File: src/rtl/tenv_ssram_arb.sv
// Two-requester arbiter in front of one single-port synchronous SRAM.
// Define TENV_SSRAM_ARB_FIXED_PRI_EN for fixed A-over-B priority instead of round-robin.
module tenv_ssram_arb #(
  parameter int WADDR = 10,
  parameter int WDATA = 8
) (
  input  logic             clk,
  input  logic             rst_n,
  input  logic             a_req,
  input  logic             a_wr,
  input  logic [WADDR-1:0] a_addr,
  input  logic [WDATA-1:0] a_wdata,
  output logic             a_gnt,
  output logic             a_rvalid,
  output logic [WDATA-1:0] a_rdata,
  input  logic             b_req,
  input  logic             b_wr,
  input  logic [WADDR-1:0] b_addr,
  input  logic [WDATA-1:0] b_wdata,
  output logic             b_gnt,
  output logic             b_rvalid,
  output logic [WDATA-1:0] b_rdata,
  output logic             mem_wr,
  output logic [WADDR-1:0] mem_addr,
  output logic [WDATA-1:0] mem_datain,
  input  logic [WDATA-1:0] mem_dataout
);

  // state | meaning
  // PRI_A | A wins when both request
  // PRI_B | B wins when both request
  typedef enum logic {PRI_A = 1'b0, PRI_B = 1'b1} pri_t;

  logic iss_rd_a, iss_rd_b;
  logic ret_rd_a, ret_rd_b;

`ifdef TENV_SSRAM_ARB_FIXED_PRI_EN
  assign a_gnt = a_req;
  assign b_gnt = b_req & ~a_req;
`else
  pri_t pri_q, pri_d;

  always_ff @(posedge clk or negedge rst_n) begin
    if (!rst_n) pri_q <= PRI_A;
    else        pri_q <= pri_d;
  end

  // Pointer hands priority to the other side after every grant.
  always_comb begin
    pri_d = pri_q;
    if (a_gnt)      pri_d = PRI_B;
    else if (b_gnt) pri_d = PRI_A;
  end

  assign a_gnt = a_req & (~b_req | (pri_q == PRI_A));
  assign b_gnt = b_req & (~a_req | (pri_q == PRI_B));
`endif

  // Issue stage: winner goes straight onto the memory port; idle keeps addr/data.
  always_ff @(posedge clk or negedge rst_n) begin
    if (!rst_n) begin
      mem_wr     <= 1'b0;
      mem_addr   <= '0;
      mem_datain <= '0;
      iss_rd_a   <= 1'b0;
      iss_rd_b   <= 1'b0;
    end else if (a_gnt) begin
      mem_wr     <= a_wr;
      mem_addr   <= a_addr;
      mem_datain <= a_wdata;
      iss_rd_a   <= ~a_wr;
      iss_rd_b   <= 1'b0;
    end else if (b_gnt) begin
      mem_wr     <= b_wr;
      mem_addr   <= b_addr;
      mem_datain <= b_wdata;
      iss_rd_a   <= 1'b0;
      iss_rd_b   <= ~b_wr;
    end else begin
      mem_wr     <= 1'b0;
      iss_rd_a   <= 1'b0;
      iss_rd_b   <= 1'b0;
    end
  end

  // Tag follows the read through the memory's one-cycle sampling delay.
  always_ff @(posedge clk or negedge rst_n) begin
    if (!rst_n) begin
      ret_rd_a <= 1'b0;
      ret_rd_b <= 1'b0;
    end else begin
      ret_rd_a <= iss_rd_a;
      ret_rd_b <= iss_rd_b;
    end
  end

  assign a_rvalid = ret_rd_a;
  assign b_rvalid = ret_rd_b;
  assign a_rdata  = mem_dataout;
  assign b_rdata  = mem_dataout;

endmodule

File: config.mk
export PLATFORM = sky130hd
export DESIGN_NAME = tenv_ssram_arb
export DESIGN_NICKNAME = d
export VERILOG_FILES = /design/src/rtl/tenv_ssram_arb.sv
export SDC_FILE = /design/constraint.sdc
export NUM_CORES = 1
export LEC_CHECK = 0
export CAP_MARGIN = 20
export CORE_UTILIZATION = 37
export DETAILED_ROUTE_END_ITERATION = 12
export PLACE_DENSITY = 0.88
export SYNTH_ARGS = -nofsm -noshare
export SYNTH_HDL_FRONTEND = slang
export SYNTH_SLANG_ARGS = --single-unit
File: constraint.sdc
create_clock -name clk -period 1.33 [get_ports clk]
set_input_delay 0.1995 -clock clk [delete_from_list [all_inputs] [get_ports clk]]
set_output_delay 0.1995 -clock clk [all_outputs]
set_load 0.05 [all_outputs]
After elaboration in Yosys (flattened, before gate mapping)
Index checks and enable logic that the tools add are counted.
Storage, ports and cells
  memory bits (read-only): 0
  bits in latches: 0
  memories: 0
  flip-flop bits (word level): 24
  bits in writable memories: 0
  input port bits: 50
Operators by class
  equality and inequality tests: 0
  bitwise operators: 9
  muxes and demuxes: 11
  reduce and logical (&&, ||, !) cells: 1
  shifts and indexed selects: 0
  add/sub/neg operators: 0
  divide/modulo/power cells: 0
  multipliers: 0
  order comparisons: 0
Operators with widths (count)
  10-bit two-way mux: 2
  8-bit two-way mux: 2
  1-bit two-way mux: 7
  1-bit inverter: 5
  1-bit bitwise AND: 2
  1-bit OR: 2
  2-bit nonzero test: 1

Logic depth before layout (Yosys ltp)
Gate-level depths: netlist (run 1).
  word-level depth: 5
  gate-level depth with buffers: 5
  gate-level depth less buffers: 3

Least setup slack after synthesis (run 1)
No wires, ideal clock.
  path kind: register to register
  start: reg pri_q
  end: reg mem_wr
  stages on the path, launching flop included: 4
  required time: 1.261 ns
  setup slack: 0.020 ns
  period minus slack after synthesis: 1.310 ns
  library setup time: 0.069 ns
  arrival: 1.241 ns
  cell sequence: dfrtp_1 > buf_2 > a21boi_2 > a22o_1
On the way
  cells in the longest elaborated chain, start to end: 4
  elaborated cells on any way between the ends: 7
  classes of those cells: mux: 2; bitwise: 5
RTL lines
  start, declared: RTL line 41  | pri_t pri_q, pri_d;
  start signal, assigned: RTL line 45  | else pri_q <= pri_d;
  1-bit inverter: RTL line 55  | assign a_gnt = a_req & (~b_req | (pri_q == PRI_A));
  1-bit OR: RTL line 55
  1-bit bitwise AND: RTL line 55
  via a_gnt: RTL line 13  | output logic a_gnt,
  1-bit two-way mux: RTL line 67  | end else if (a_gnt) begin
  end signal, assigned: RTL line 68  | mem_wr <= a_wr;
  end signal, assigned: RTL line 74  | mem_wr <= b_wr;
  end, declared: RTL line 23  | output logic mem_wr,
The timed path passes the listed nets, and every way through them passes these cells.
A chain may end at the register's enable or synchronous reset.

Final worst setup path (run 1)
  start: reg pri_q
  end: out b_gnt
On the way
  cells in the longest elaborated chain, start to end: 2
RTL lines
  1-bit OR: RTL line 56  | assign b_gnt = b_req & (~a_req | (pri_q == PRI_B));
  1-bit bitwise AND: RTL line 56
  end, declared: RTL line 20  | output logic b_gnt,
Every way passes these cells.

==> impl_metrics.prom, run 1 <==
# TYPE chip_impl_metric gauge
chip_impl_metric{name="port-buffer-count",unit=""} 64
chip_impl_metric{name="post_synth.cell_area_avg",unit="um2"} 10.7
chip_impl_metric{name="layout_setup_ws",unit="ps"} -12.2
chip_impl_metric{name="combPwrFrac",unit="%"} 43.5
chip_impl_metric{name="die_outline_area",unit="um2"} 4070
chip_impl_metric{name="area_delta_synth_final",unit="%"} 66.8
chip_impl_info{name="most_common_cell_after_layout_fill_and_taps_aside",value="clkdlybuf4s50_1"} 1
chip_impl_metric{name="cp_data_arrival_time",unit="ps"} 1140
chip_impl_metric{name="multi_input_area",unit="um2"} 614
chip_impl_metric{name="gr-total-overflow",unit=""} 0
chip_impl_metric{name="maxClockFrequency",unit="GHz"} 0.745
chip_impl_metric{name="synth.area.mux_share",unit="%"} 12.7
chip_impl_metric{name="max_slew.worst_pin.slew",unit="ps"} 318
chip_impl_info{name="r2r-end",value="mem_addr[4]"} 1
chip_impl_metric{name="initial_core_util",unit="%"} 38.6
chip_impl_metric{name="route.detailed.vias_per_inst",unit=""} 5.20
chip_impl_metric{name="drt_pass1_iterations",unit=""} 4
chip_impl_info{name="path_class",value="register to output port"} 1
chip_impl_metric{name="final_design_area_no_fill",unit="um2"} 2360
chip_impl_metric{name="dp.final_hpwl",unit="um"} 2470
chip_impl_info{name="rsz0062_at_grt",value="true"} 1
chip_impl_metric{name="cts_buffers",unit=""} 3
chip_impl_metric{name="grt_pass1_wl",unit="um"} 5710
chip_impl_metric{name="post_synth_fa_ha_maj_area_fraction",unit="%"} 0
chip_impl_info{name="ctsRootBufferMaster",value="clkbuf_8"} 1
chip_impl_metric{name="wl_per_cell",unit="um"} 15.1
chip_impl_metric{name="power_frac_seq",unit="%"} 33.5
chip_impl_metric{name="finalNetCount",unit=""} 238
chip_impl_metric{name="power",unit="mW"} 2.74
chip_impl_metric{name="cts_hold_fix_bufs",unit=""} 0
chip_impl_metric{name="synth.ff_latch_count",unit=""} 24
chip_impl_metric{name="utilization_of_the_core_after_routing",unit="%"} 64.4
chip_impl_info{name="worst_setup_path_end_kind",value="output port"} 1
chip_impl_metric{name="die_width",unit="um"} 63.8
chip_impl_metric{name="pre_cts_ws",unit="ps"} -97.1
chip_impl_metric{name="coreArea",unit="um2"} 3660
chip_impl_metric{name="placedInstanceArea",unit="um2"} 2210
chip_impl_info{name="most_used_cells_in_the_layout_excluding_fill_and_tap_cells",value="39 x clkdlybuf4s50_1, 25 x buf_12, 23 x dfrtp_1, 18 x mux2i_1, 18 x and3b_1"} 1
chip_impl_metric{name="post-route-min-period",unit="ps"} 1340
chip_impl_metric{name="worstSkewPairLatency",unit="ps"} 260
chip_impl_metric{name="diodes",unit=""} 0
chip_impl_metric{name="r2r_setup_slack",unit="ps"} 60
chip_impl_info{name="run_status",value="finished with violations"} 1
chip_impl_metric{name="worstPathRequired",unit="ps"} 1130
chip_impl_metric{name="timing.max_slew.rel_slack",unit="%"} 78.8
chip_impl_metric{name="final_layout_size_suffix_gt1_share",unit="%"} 25.7
chip_impl_metric{name="io_pins",unit=""} 89
chip_impl_metric{name="maxCapViolations",unit=""} 0
chip_impl_info{name="regToRegStartpoint",value="pri_q"} 1
chip_impl_metric{name="tns",unit="ps"} -12.2
chip_impl_metric{name="postRouteAntennaNets",unit=""} 0
chip_impl_metric{name="cts-root-to-sink-buffers",unit=""} 2
chip_impl_metric{name="timing.final.max_slew_violations",unit=""} 0
chip_impl_metric{name="synth-seq-area-share",unit="%"} 42.5
chip_impl_metric{name="routed_wl",unit="um"} 3550
chip_impl_metric{name="total_leakage_power",unit="nW"} 1.09
chip_impl_metric{name="power_switching_share",unit="%"} 32.3
chip_impl_metric{name="cts_clk_pin_slew_worst_paths",unit="ps"} 80
chip_impl_metric{name="clock-sinks",unit=""} 24
chip_impl_metric{name="clockPowerShare",unit="%"} 23.0
chip_impl_metric{name="finalHoldViolations",unit=""} 0
chip_impl_info{name="min_path_type",value="primary input to async pin"} 1
chip_impl_metric{name="std_cell_rows",unit=""} 22
chip_impl_metric{name="hold_slack",unit="ps"} 292
chip_impl_info{name="clock_tree_from_tritoncts",value="done"} 1
chip_impl_metric{name="regArea",unit="um2"} 602
chip_impl_metric{name="htree_num_levels",unit=""} 1
chip_impl_metric{name="largest_net_degree_at_the_start_of_global_routing",unit=""} 38
chip_impl_metric{name="setup_viol",unit=""} 1
chip_impl_info{name="failed_checks",value="negative setup slack"} 1
chip_impl_metric{name="synthXorXnorAreaFrac",unit="%"} 0
chip_impl_metric{name="reg2reg_depth",unit=""} 5
chip_impl_metric{name="placed_cells_incl_taps",unit=""} 224
chip_impl_metric{name="y_dimension_of_the_die",unit="um"} 63.8
chip_impl_metric{name="power.density_cell_area",unit="nW/um2"} 1160
chip_impl_info{name="synth_top_family_by_area",value="compound AO/OA/AOI/OAI gates"} 1
chip_impl_metric{name="stdcell_count",unit=""} 235
chip_impl_metric{name="post-route-period-util",unit="%"} 101
chip_impl_metric{name="grtUsageTotal",unit="%"} 17.9
chip_impl_metric{name="critPathMaxFanout",unit=""} 3
chip_impl_metric{name="synth_warnings",unit=""} 0
chip_impl_metric{name="gp_routability_congestion",unit=""} 0.761
chip_impl_metric{name="power.ir.vdd_worst",unit="uV"} 526
chip_impl_metric{name="synth-compound-area-share",unit="%"} 16.1
chip_impl_metric{name="yosysUniqueCellTypes",unit=""} 17
chip_impl_metric{name="finClkSkew",unit="ps"} 1.45
chip_impl_metric{name="detailedRoute.firstIterationViolations",unit=""} 48
chip_impl_metric{name="simple_gate_share_of_the_synthesized_area",unit="%"} 12.9
chip_impl_metric{name="dr_total_vias",unit=""} 1221
chip_impl_metric{name="via_count_of_the_first_global_routing_pass",unit=""} 1216
chip_impl_metric{name="post-route-drc-count",unit=""} 0
chip_impl_info{name="crit_path_start_kind",value="register"} 1
chip_impl_metric{name="synthesis.instances",unit=""} 132
chip_impl_metric{name="fillerInstances",unit=""} 307
chip_impl_metric{name="cell_internal_pwr",unit="mW"} 1.85
chip_impl_metric{name="antenna_violations_before_repair",unit=""} 0
chip_impl_metric{name="synth.cell_area",unit="um2"} 1410
chip_impl_metric{name="postSynthNetCount",unit=""} 182
chip_impl_metric{name="power_switching",unit="mW"} 0.886
## kinds of logic (layout without fill, tap and decap cells)
| family | after synthesis | after routing |
|---|---|---|
| buf+inv | 29 | 84 |
| flops | 24 | 24 |
| mux | 18 | 18 |
| simple gates | 22 | 22 |
| compound gates | 39 | 39 |
## sequential cells by signal, summed over array words and instances (netlist names)
signal and cells:
pri_q 1, iss_rd_a 1, mem_wr 1, mem_addr 10, a_rvalid 1, mem_datain 8, b_rvalid 1, iss_rd_b 1
## area by class of cell
cell class,instances,share of cell area [%]
clock inverter,1,1.27
timing repair buffer,79,42.7
tap,48,2.55
inverter,1,0.159
multi-input combinational,79,26.0
sequential,24,25.5
clock buffer,3,1.75
## per-layer routing
metal  part of all wire, %  routed length (um)  GRT usage, %
met1                    44                1550          22.0
met2                    49                1740          29.8
met3                   5.4                 191          3.21
met4                   1.9                  68          8.81
met5                     0                   0             0
## cells in the mapped netlist, drive strengths merged
library cell	n	area, um2
buf	26	211
dfrtp	24	601
o21ai	19	95.1
a31oi	18	113
and3b	18	158
mux2i	18	180
clkbuf	2	7.51
nor2b	2	12.5
a21boi	1	11.3
a22o	1	8.76
and2	1	6.26
inv	1	3.75
nand2b	1	6.26
## worst max-delay path, cell delays in order, from the launching register on
cell	delay [ps]
dfrtp_2	420
nand2b_4	140
and2_4	170
buf_12	140
## worst max-delay path by stage
stage,startpoint,to,slack [ps],depth (start not counted)
2_1_floorplan,pri_q,mem_wr,20,3
3_3_place_gp,b_req,b_gnt,-80,3
3_5_place_dp,b_req,b_gnt,-100,3
4_1_cts,pri_q,b_gnt,-3,3
5_1_grt,pri_q,b_gnt,-50,3
6_report,pri_q,b_gnt,-10,3
## power groups by stage
stage / logic (mW) / registers (mW) / clock network [mW]
after floorplan: 0.402 / 1.17 / 0
after global placement: 1.11 / 0.931 / 0
after detailed placement: 1.13 / 0.933 / 0
after CTS: 1.18 / 0.917 / 0.649
after global routing: 1.25 / 0.930 / 0.673
final: 1.19 / 0.917 / 0.630
## repair_timing
action	4_1_cts	5_1_grt
buffers inserted	5	1
endpoints found under the setup margin	2	7
pin swaps	1	1
resized for setup	6	2
gates cloned	0	1
Power figures use the tool's default switching activity.
==> inputs of run 2 (changes only) <==
SKIP_LAST_GASP = 1   (was unset)
==> results of run 2 <==
Same layout as run 1: the final DEF is identical, and so are final timing and power.
==> edit 1, RTL diff (config.mk and constraints of run 1) <==
Change the parameter `WDATA` from 8 to 9.
--- a/src/rtl/tenv_ssram_arb.sv
+++ b/src/rtl/tenv_ssram_arb.sv
@@ -2,7 +2,7 @@
 // Define TENV_SSRAM_ARB_FIXED_PRI_EN for fixed A-over-B priority instead of round-robin.
 module tenv_ssram_arb #(
   parameter int WADDR = 10,
-  parameter int WDATA = 8
+  parameter int WDATA = 9
 ) (
   input  logic             clk,
   input  logic             rst_n,
Ports: changed (6 resized); port bits go from 89 to 95. The function was not compared with the original's and may differ.
==> edit 1 against run 1 <==
- the run still ends with negative setup slack left
- design area is 2.1% higher
- clock skew is 0.0024 ns higher
- total power is 3.9% lower
- sequential cell count is 1 higher
- clock power is 27% lower
- final cell count is 2.1% higher
- setup slack worse by 0.0026 ns
- synthesized area is 2.9% higher
- sequential power is 4.3% higher
- non-clock buffer count stayed put
- wire length is 0.23% higher
==> edit 1: results (changes against run 1) <==
metric,value,unit,change
filler cell count,286,,-6.8%
Max VDD drop,0.0007704,V,+46%
"top cells by count, synth","dfrtp_1, buf_4",,
final worst slack,-0.01475,ns,-0.002593 ns
overall routing resource usage,18.98,%,+1.1 points
Synth cell types,16,,-1
outcome,finished with violations,,
Layout Cells excl Fill,240,,+2.1%
placed cell area,2308,sq um,+4.7%
DR iter-0 viols,36,,-25%
Worst Skew,0.003845,ns,+0.002399 ns
largest net degree at the start of global routing,28,,-26%
Final Hold Slack,0.2959,ns,+0.003641 ns
Layout Nets,246,,+3.4%
biggest regs,"mem_addr x10, mem_datain x9",,
syn nets,192,,+5.5%
input/output buffers,67,,+4.7%
"Avg Cell Area, Syn",10.47,sq um,-2.3%
wire length of the first global-routing pass,6189,um,+8.5%
cell count after placement,233,,+4.0%
Lkg Pwr,1.106,nW,+1.4%
final setup vio count,1,,unchanged
post-place setup slack,-0.04041,ns,+0.05665 ns
failing checks,negative setup slack,,
final WL,3560,um,+0.23%
slew margin rel.,78.44,%,-0.36 points
share of layout cells above drive strength 1,23.44,%,-2.2 points
routed vias/inst,5.121,,-1.4%
dpl hpwl,2619,um,+6.0%
-- edit 1: cell types whose count changed in the layout (fill, tap and decap cells not counted), sizes merged --
cell	run 1	this run
clkdlybuf4s50	39	42
buf	39	37
a31oi	18	19
and3b	18	19
bufinv	1	0
clkinvlp	0	1
dfrtp	24	25
dlygate4sd2	1	0
mux2i	18	19
o21ai	19	20
-- edit 1: area by class of cell --
cell class	count	area (sq um)	share of cell area, %
clock buffers	3	41.29	1.715
flip-flops and latches	25	625.6	25.99
inverters	1	3.754	0.1559
well taps	48	60.06	2.495
multi-input cells	83	644.4	26.77
repair buffers	79	1025	42.57
clock inverters	1	7.507	0.3119
-- edit 1: what timing repair did --
action                                  CTS  global route
endpoints found under the setup margin    2             3
hold buffers                              0             0
setup buffers                             3             0
pin swaps                                 1             2
resized for setup                         5             1
-- edit 1: kinds of logic after synthesis --
kind of cell	Yosys count	synth area share, %
buffers and inverters	31	14.36
muxes	19	13.07
DFF	25	42.99
and+or+nand+nor	23	13.16
AOI/OAI and AO/OA	41	16.42
-- edit 1: layer usage --
metal	up-vias	routed length, um	global-route usage [%]
li1	595	-	-
met1	590	1511	24.03
met2	42	1798	32.55
met3	2	236	5.458
met4	0	13	2.500
met5	-	0	0
-- edit 1: worst max-delay path, stage by stage (launching register included) --
cell	delay [ns]
dfrtp_1	0.41
nand2b_4	0.15
and2_4	0.18
buf_12	0.14
-- edit 1: power breakdown --
part | switching, W | internal [W] | total, W | leakage (nW)
logic | 0.000580 | 0.000640 | 0.00122 | 0.782
registers | 0.000102 | 0.000854 | 0.000956 | 0.302
clock network | 0.000245 | 0.000212 | 0.000457 | 0.0217
total | 0.000926 | 0.00171 | 0.00263 | 1.11
==> edit 2, RTL diff (config.mk and constraints of run 1) <==
Made on the original files. Make the reset (`rst_n`) synchronous in 3 clocked blocks.
--- a/src/rtl/tenv_ssram_arb.sv
+++ b/src/rtl/tenv_ssram_arb.sv
@@ -40,7 +40,7 @@
 `else
   pri_t pri_q, pri_d;
 
-  always_ff @(posedge clk or negedge rst_n) begin
+  always_ff @(posedge clk) begin
     if (!rst_n) pri_q <= PRI_A;
     else        pri_q <= pri_d;
   end
@@ -57,7 +57,7 @@
 `endif
 
   // Issue stage: winner goes straight onto the memory port; idle keeps addr/data.
-  always_ff @(posedge clk or negedge rst_n) begin
+  always_ff @(posedge clk) begin
     if (!rst_n) begin
       mem_wr     <= 1'b0;
       mem_addr   <= '0;
@@ -84,7 +84,7 @@
   end
 
   // Tag follows the read through the memory's one-cycle sampling delay.
-  always_ff @(posedge clk or negedge rst_n) begin
+  always_ff @(posedge clk) begin
     if (!rst_n) begin
       ret_rd_a <= 1'b0;
       ret_rd_b <= 1'b0;
Formal check against the unedited RTL: differs if rst_n is asserted again (counterexample within 4 cycles, from zero or initial values and one cycle with rst_n low); with rst_n held inactive, the same outputs for 10 cycles.
==> edit 2 against run 1 <==
- total power shrank 19%
- critical path depth stayed put
- count of clock-buffer cells in the layout unchanged
- largest cell class unchanged
- wire length increased by 17%
- clock skew is 0.0048 ns higher
- the flow still finishes with violations (negative setup slack)
- sequential cell count unchanged
- clock power down 16%
- design area decreased by 1.0%
- setup slack gained 0.0087 ns
- synthesized area shrank 4.2%
- critical endpoint is now a_gnt
- synthesized cell count decreased by 11%
==> edit 2: results (changes against run 1) <==
metric,value,unit,change
outcome,finished with violations,,
failing checks,negative setup slack,,
Post-Route Setup TNS,-0.003454,ns,+0.008703 ns
input/output buffers,64,,unchanged
CTS Buffer Depth,2,,unchanged
"Slowest-stage cell, CP",dfxtp_4,,
overall routing resource usage,21.74,%,+3.9 points
final setup vio count,1,,unchanged
Synth cell types,22,,+5
WL/cell,18.94,um,+25%
min-delay worst type,in2out,,
main area contributors after synthesis,"dfxtp_1, o31a_1, mux2_4",,
Clock Latency Late Sink,0.31,ns,+0.05 ns
"delay-heaviest family, CP",flip-flops,,
Lkg Pwr,0.9441,nW,-13%
Max VDD drop,0.0004437,V,-16%
1st-pass router iterations,4,,unchanged
initial antenna violation count,0,,unchanged
via count,1257,,+2.9%
top fanout value on the critical path,3,,unchanged
final worst slack,-0.003454,ns,+0.008703 ns
Layout Cells excl Fill,219,,-6.8%
biggest regs,"mem_addr x10, mem_datain x8",,
WP data arrival,1.13,ns,
share of layout cells above drive strength 1,42.20,%,+17 points
CTS Buf Count,3,,unchanged
clk slew on worst S/H paths,0.13,ns,+0.05 ns
highest cell delay on the worst timing path,0.39,ns,-0.03 ns
filler cell count,243,,-21%
vias in the first global route,1372,,+13%
cell count after placement,212,,-5.4%
dpl hpwl,2902,um,+17%
ANT cells,0,,unchanged
CP bufs+invs,2,,+1
wire length of the first global-routing pass,6782,um,+19%
area of the multi-input gates,701.9,sq um,+14%
htree depth,1,,unchanged
slew of the pin with the lowest slew margin,0.3186,ns,+0.0005414 ns
most common cell in the netlist,dfxtp_1,,
placed cell area,2198,sq um,-0.34%
"top cells by count, synth","dfxtp_1, o31a_1, buf_4, mux2_4, o221a_1",,
sw frac,29.56,%,-2.8 points
synth warn,0,,unchanged
"Seq/Total Area, Yosys",35.49,%,-7.0 points
Worst Skew,0.006197,ns,+0.004751 ns
DR iter-0 viols,96,,+100%
largest net degree at the start of global routing,25,,-34%
syn nets,168,,-7.7%
asr flop ratio synth,0,%,-100 points
placer congestion estimate,0.7835,,+2.9%
post-place setup slack,-0.3632,ns,-0.2661 ns
clk root buf,clkbuf_4,,
"Avg Cell Area, Syn",11.47,sq um,+7.1%
## edit 2: worst register-to-register path: stages, from the launching register on
cell,delay [ns]
dfxtp_4,0.39
buf_12,0.13
buf_4,0.16
o31a_1,0.30
o221a_1,0.14
## edit 2: final timing paths
kind                                startpoint            end  slack (ns)  cells past startpoint
worst max-delay path                     pri_q          a_gnt      -0.003                      3
worst min-delay path            mem_dataout[3]     b_rdata[3]        0.40                      0
worst max register to register           pri_q  mem_datain[5]        0.11                      4
worst min register to register        iss_rd_b       b_rvalid        0.46                      1
## edit 2: power groups by stage
stage	Combinational (W)	Sequential, W	Clock (W)
after floorplan	0.000369	0.000982	0
after detailed placement	0.000818	0.000846	0
after global routing	0.000896	0.000841	0.000571
final	0.000862	0.000835	0.000529
after global placement	0.000794	0.000842	0
after CTS	0.000855	0.000833	0.000530
## edit 2: metal layers
layer / global-route usage (%) / wire length [um]
met5: 0 / 0
met3: 4.927 / 359
met2: 37.77 / 2055
met1: 25.73 / 1620
met4: 8.430 / 111
## edit 2: final cells by class
cell class                 count  area share [%]
timing repair buffer          78           44.16
multi-input combinational     65           30.06
sequential                    24           20.74
tap                           46           2.465
clock inverter                 1           1.286
clock buffer                   3          0.9646
inverter                       2          0.3215
## edit 2: cell families after synthesis
logic type,after synthesis,share of synthesized area (%)
buf+inv,29,14.32
flops,24,35.49
mux,18,17.74
compound gates,39,28.65
simple gates,8,3.789
## edit 2: repair_timing
action | 4_1_cts | 5_1_grt
buffers inserted | 1 | 1
setup endpoints to repair | 12 | 2
cloned | 1 | 0
gates resized for setup | 11 | 2
pin swaps | 2 | 1
